**src/rtl/writeback_register_file.sv**
```systemverilog
// Architectural integer register file fed by the execute/writeback pipeline register.
// Optional macro WRITEBACK_REGFILE_BYPASS_EN selects write-first bypass (default: read-first).
`timescale 1ns/1ps
module writeback_register_file #(
   parameter int DATA_WIDTH  = 32,
   parameter int ADDR_WIDTH  = 5,
   parameter int COUNT_WIDTH = 32
) (
   input  logic                   clk,
   input  logic                   rst,
   input  logic                   reg_write_en_in,
   input  logic [DATA_WIDTH-1:0]  write_data_in,
   input  logic [ADDR_WIDTH-1:0]  write_addr_in,
   input  logic [ADDR_WIDTH-1:0]  rs1_addr,
   input  logic [ADDR_WIDTH-1:0]  rs2_addr,
   output logic [DATA_WIDTH-1:0]  rs1_data,
   output logic [DATA_WIDTH-1:0]  rs2_data,
   output logic [COUNT_WIDTH-1:0] commit_count,
   output logic [ADDR_WIDTH-1:0]  last_write_addr,
   output logic                   last_write_valid
);

   localparam int DEPTH = 2 ** ADDR_WIDTH;

   logic [DATA_WIDTH-1:0]  regs_q [DEPTH];
   logic [COUNT_WIDTH-1:0] commit_q, commit_d;
   logic [ADDR_WIDTH-1:0]  last_addr_q, last_addr_d;
   logic                   last_valid_q, last_valid_d;
   logic                   write_eff;

   // Writes to entry 0 are architecturally invisible and must not touch debug state.
   assign write_eff = reg_write_en_in && (write_addr_in != '0) && !rst;

   always_comb begin
      commit_d     = commit_q;
      last_addr_d  = last_addr_q;
      last_valid_d = last_valid_q;
      if (write_eff) begin
         commit_d     = commit_q + COUNT_WIDTH'(1);
         last_addr_d  = write_addr_in;
         last_valid_d = 1'b1;
      end
   end

   always_ff @(posedge clk) begin
      if (rst) begin
         for (int i = 0; i < DEPTH; i++) begin
            regs_q[i] <= '0;
         end
         commit_q     <= '0;
         last_addr_q  <= '0;
         last_valid_q <= 1'b0;
      end else begin
         if (write_eff) begin
            regs_q[write_addr_in] <= write_data_in;
         end
         commit_q     <= commit_d;
         last_addr_q  <= last_addr_d;
         last_valid_q <= last_valid_d;
      end
   end

   always_comb begin
      rs1_data = '0;
      rs2_data = '0;
      if (rs1_addr != '0) begin
         rs1_data = regs_q[rs1_addr];
      end
      if (rs2_addr != '0) begin
         rs2_data = regs_q[rs2_addr];
      end
`ifdef WRITEBACK_REGFILE_BYPASS_EN
      // write_eff already excludes index 0, so entry 0 can never be bypassed.
      if (write_eff && (rs1_addr == write_addr_in)) begin
         rs1_data = write_data_in;
      end
      if (write_eff && (rs2_addr == write_addr_in)) begin
         rs2_data = write_data_in;
      end
`endif
   end

   assign commit_count     = commit_q;
   assign last_write_addr  = last_addr_q;
   assign last_write_valid = last_valid_q;

endmodule
```
**config.mk**
```make
export PLATFORM = sky130hd
export DESIGN_NAME = writeback_register_file
export DESIGN_NICKNAME = d
export VERILOG_FILES = /design/src/rtl/writeback_register_file.sv
export SDC_FILE = /design/constraint.sdc
export NUM_CORES = 2
export LEC_CHECK = 0
export CORE_MARGIN = 2
export CORE_UTILIZATION = 28
export CTS_BUF_LIST = sky130_fd_sc_hd__clkbuf_4 sky130_fd_sc_hd__clkbuf_8
export DETAILED_ROUTE_END_ITERATION = 6
export DONT_BUFFER_PORTS = 1
export PLACE_DENSITY_LB_ADDON = 0.15
export SYNTH_ARGS = -nofsm -noshare
export SYNTH_HDL_FRONTEND = slang
export SYNTH_SLANG_ARGS = --single-unit
```
**constraint.sdc**
```tcl
create_clock -name clk -period 5.6 [get_ports clk]
set_input_delay 1.12 -clock clk [delete_from_list [all_inputs] [get_ports clk]]
set_output_delay 1.12 -clock clk [all_outputs]
set_load 0.01 [all_outputs]
```
# Word level (Yosys, flattened, before mapping)
# Memory sizes are Yosys's and may differ from the RTL's.
# Cells that the tools add are included.
op_classes:
  add_sub_neg: 1
  mul: 0
  n_div: 0
  n_lt_le_gt_ge: 0
  n_eq_ne: 0
  n_shift: 0
  n_mux: 10
  bitwise: 0
  n_reduce_logical: 7
ops:
  columns: ["op", "n"]
  rows:
  - ["$mux 32", 3]
  - ["$add 32x1->32 const B", 1]
  - ["$reduce_or 32->1", 1]
  - ["$reduce_bool 5->1", 3]
  - ["$mux 1", 6]
  - ["$mux 5", 1]
  - ["$logic_and 1x1->1", 2]
  - ["$logic_not 1->1", 1]
totals:
  reg_bits: 38
  latch_bits: 0
  ramBits: 1024
  mem_bits_ro: 0
  inputBits: 50
  out_inout_bits: 102
  elab_cells: 22
  memories: 1
mem_list:
  columns: ["name", "depth", "width", "read_ports", "rd_ports_with_merged_regs", "write_ports", "line_no", "source"]
  rows:
  - ["regs_q", 32, 32, 2, 0, 32, "25", "logic [DATA_WIDTH-1:0] regs_q [DEPTH];"]

# Logic depth before layout (Yosys ltp)
depth:
  word_depth: 8
  ltp_mapped: 8
  ltp_nobuf: 5

# Worst setup path after synthesis
# No wires, ideal clock.
synth_timing:
  path_kind: "input-to-output"
  startpoint: "input rs2_addr[1]"
  endpoint: "output rs2_data[4]"
  arrival_time_ns: 2.559
  t_required_ns: 4.480
  setup_slack_ns: 1.921
  stages: 6
  n_path_buf: 2
  cell_sequence: "buf_2 > buf_2 > mux4_2 > mux2_2 > o21ai_0 > a311oi_1"
synth_via:
  elab_chain_len: 2
  elab_cells_between_ends: 3
  cone_classes: "1 x mux; 1 x reduce/logical; 1 x memory"
synth_rtl:
  columns: ["element", "line_no", "source"]
  rows:
  - ["start, declared", "15", "input logic [ADDR_WIDTH-1:0] rs2_addr,"]
  - ["$mem_v2 32x32 or $reduce_bool 5->1 (tied branches)", null, null]
  - ["$mux 32 (*)", "69", "if (rs2_addr != '0) begin"]
  - ["end, declared", "17", "output logic [DATA_WIDTH-1:0] rs2_data,"]
# Every way passes the cells marked *; elsewhere a longest branch is shown, timed or not.

# Worst setup path after layout
layout_timing:
  startpoint: "input rs1_addr[1]"
  endpoint: "output rs1_data[13]"
layout_via:
  elab_chain_len: 2
  elab_cells_between_ends: 3
  cone_classes: "1 x mux; 1 x reduce/logical; 1 x memory"
layout_rtl:
  columns: ["element", "line_no", "source"]
  rows:
  - ["start, declared", "14", "input logic [ADDR_WIDTH-1:0] rs1_addr,"]
  - ["$mem_v2 32x32 or $reduce_bool 5->1 (tied branches)", null, null]
  - ["$mux 32 (*)", "66", "if (rs1_addr != '0) begin"]
  - ["end, declared", "16", "output logic [DATA_WIDTH-1:0] rs1_data,"]
# Marked as above.

==> impl_metrics.env <==
export IMPL_nets=3871
export IMPL_die_height_um=452.4
export IMPL_avgSynthCellArea_um2=14.76
export IMPL_worstSkewPairLatency_ns=0.96
export IMPL_grt_max_degree=228
export IMPL_seqPwrFrac_pct=49.6
export IMPL_drt_total_wl_um=225300
export IMPL_grt_pass1_wl_um=308500
export IMPL_wl_per_cell_um=33.91
export IMPL_num_io_pins=152
export IMPL_slowest_stage="nor2_4"
export IMPL_grt_pass1_vias=36370
export IMPL_seq_area_frac_synth_pct=55.97
export IMPL_cts_tree="yes"
export IMPL_ys_flop_type="edfxtp_1"
export IMPL_initial_core_util_pct=28.17
export IMPL_hpwl_um=125200
export IMPL_syn2layout_area_growth_pct=13.22
export IMPL_crit_chain="nor2_4, buf_4, a221oi_1, o21ai_0, a311oi_1, buf_4, buf_4"
export IMPL_setup_viol=0
export IMPL_finalHoldViolations=0
export IMPL_clkTransAtPathRegs_ns=0.06
export IMPL_place_gp_congestion=0.7789
export IMPL_synth_cell_types=50
export IMPL_grt_busiest_layer="met2"
export IMPL_powerDensity_nw_per_um2=295.3
export IMPL_slew_headroom_pct=23.17
export IMPL_ant_nets=0
export IMPL_worst_slew_pin_slew_ns=1.153
export IMPL_period_needed_ns=5.105
export IMPL_core_um2=199900
export IMPL_fmax_ghz=0.1959
export IMPL_drt_iter0_drc=3478
export IMPL_htree_levels=4
export IMPL_netlist_instances=3813
export IMPL_mostFrequentLayoutCells="edfxtp_1, and2_1, mux4_2"
export IMPL_status="completed"
export IMPL_grt_total_usage_pct=21.79
export IMPL_swShare_pct=25.75
export IMPL_cts_sinks=1062
export IMPL_ctsHoldBuffers=0
export IMPL_total_power_mw=18.82
export IMPL_yosys_register_bits=1062
export IMPL_postCtsSetupBuffers=0
export IMPL_rows=164
export IMPL_cts_made_buffers=200
export IMPL_cp_common_cell="buf_4"
export IMPL_cp_required_ns=4.48
export IMPL_place_inst=6274
export IMPL_synth_edf_count=1024
export IMPL_met1_usage_pct=29.05
export IMPL_clk_path_buf_depth=3
export IMPL_crit_type="in -> out"
export IMPL_p_leak_nw=21.18
export IMPL_yosys_warnings=0
export IMPL_grt_util_met2_pct=35.48
export IMPL_end_kind="primary output"
export IMPL_p_comb_share_pct=10.4
export IMPL_p_int_mw=13.97
export IMPL_synthesis_area_um2=56300
export IMPL_arrival_ns=3.98
export IMPL_overflow=0
export IMPL_drive_gt1_share_pct=27.67
export IMPL_ir_worst_vdd_uv=229.9
export IMPL_drc_errors=0
export IMPL_worstHoldPathType="in -> reg"
export IMPL_rsz0062_at_grt="false"
export IMPL_avgViaCountPerCell=5.304
export IMPL_die_w_um=452.4
export IMPL_p_switching_mw=4.847
export IMPL_worstPathMaxFanout=227
export IMPL_finalCritPeriodShare_pct=91.15
export IMPL_use_met3_pct=4.274
export IMPL_cts_resized=0
export IMPL_cp_slowest_stage_delay_ns=0.93
export IMPL_antenna_found_initial=23
export IMPL_async_reset_ff_share_pct=0
export IMPL_final_common_cell="edfxtp_1"
export IMPL_critPathLaunchType="input pin"
export IMPL_io_buffers=0
export IMPL_num_vias=35250
export IMPL_dieArea_um2=204700
export IMPL_dr_pass1_iters=5
export IMPL_slew_viol_final=0
export IMPL_cap_viol_max_count=0
export IMPL_setup_tns_ns=0
export IMPL_skew_ns=0.02746
export IMPL_clkPwrFrac_pct=40.0
export IMPL_cts_root_buffer_cell="clkbuf_8"
export IMPL_final_cells=6645
power groups by stage:
| stage | logic [mW] | registers (mW) | clock network, mW |
|---|---|---|---|
| floorplan | 1.38 | 9.42 | 0 |
| global placement | 1.96 | 9.48 | 0 |
| detailed placement | 1.95 | 9.50 | 0 |
| CTS | 1.96 | 9.34 | 7.71 |
| global route | 2.02 | 9.39 | 8.03 |
| finish | 1.95 | 9.34 | 7.53 |
cells in the mapped netlist (all sizes together) (2+ instances only):
library cell,instances,share of area (%)
nand3,10,0.089
nand2b,3,0.033
a311oi,64,1.0
o21ai,137,1.2
and2,995,11
a22oi,66,0.88
and4,6,0.098
inv,7,0.047
clkbuf,298,2.0
edfxtp,1024,55
nor2b,71,0.79
a211oi,64,0.85
buf,120,1.2
mux2,66,1.3
a21oi,29,0.28
nor4,3,0.033
nor2,44,0.29
and3,3,0.033
nand4,9,0.10
xnor2,2,0.031
nand2,18,0.12
mux4,448,18
mux2i,130,2.3
a221oi,64,1.0
or3,9,0.11
or4,19,0.26
nand3b,5,0.067
o2111ai,3,0.11
o31ai,17,0.23
or2,34,0.38
dfxtp,38,1.4
metrics by stage:
stage                     utilization [%]  worst slack (ns)  area [µm²]  hold slack, ns
after floorplan                         -             1.921       56410          0.4696
after global placement              29.98            0.8198       59910          0.4939
after detailed placement            29.98            0.7754       59910          0.4906
after CTS                           31.87            0.7673       63700         0.09663
after global routing                31.88            0.6937       63710          0.1226
final                               31.89            0.4955       63740          0.2235
flip-flops by register name (all words and copies together), names as in the netlist:
signal / count
commit_count: 32
regs_q: 1024
last_write_addr: 5
last_write_valid: 1
final cells by class:
cell class | instances | area (µm²)
multi-input cells | 2357 | 23370
repair buffers | 192 | 1679
fillers | 19580 | 136100
flip-flops and latches | 1062 | 31510
well taps | 2656 | 3323
clock inverters | 78 | 445.4
inverters | 7 | 28.78
diodes | 14 | 35.03
clock buffers | 279 | 3346
metal layers:
metal / part of all wire, % / up-vias
li1: - / 14790
met5: 0 / -
met2: 48 / 1317
met3: 6.3 / 361
met1: 43 / 18780
met4: 3.2 / 0
final timing paths:
| kind | endpoint | slack [ns] | cells after the start | from |
|---|---|---|---|---|
| min reg2reg | last_write_addr[3] | 0.50 | 2 | last_write_addr[3] |
| min | commit_count[21] | 0.22 | 1 | rst |
| max | rs1_data[13] | 0.50 | 7 | rs1_addr[1] |
| max reg2reg | commit_count[27] | 2.80 | 4 | commit_count[9] |
logic make-up after synthesis:
logic type / Yosys count / share of synthesized area (%)
xor+xnor: 3 / 0.04668
buf+inv: 425 / 3.283
fa+ha+maj: 1 / 0.02222
compound gates: 445 / 5.608
other cells: 1 / 0.006661
flops: 1062 / 55.97
mux: 644 / 21.55
simple gates: 1232 / 13.51
critical path, delay by kind of cell:
family                 cells  cell delay [ns]
AOI/OAI and AO/OA          3             0.63
buffers and inverters      3             0.82
and+or+nand+nor            1             0.93
(Power assumes the default switching activity.)
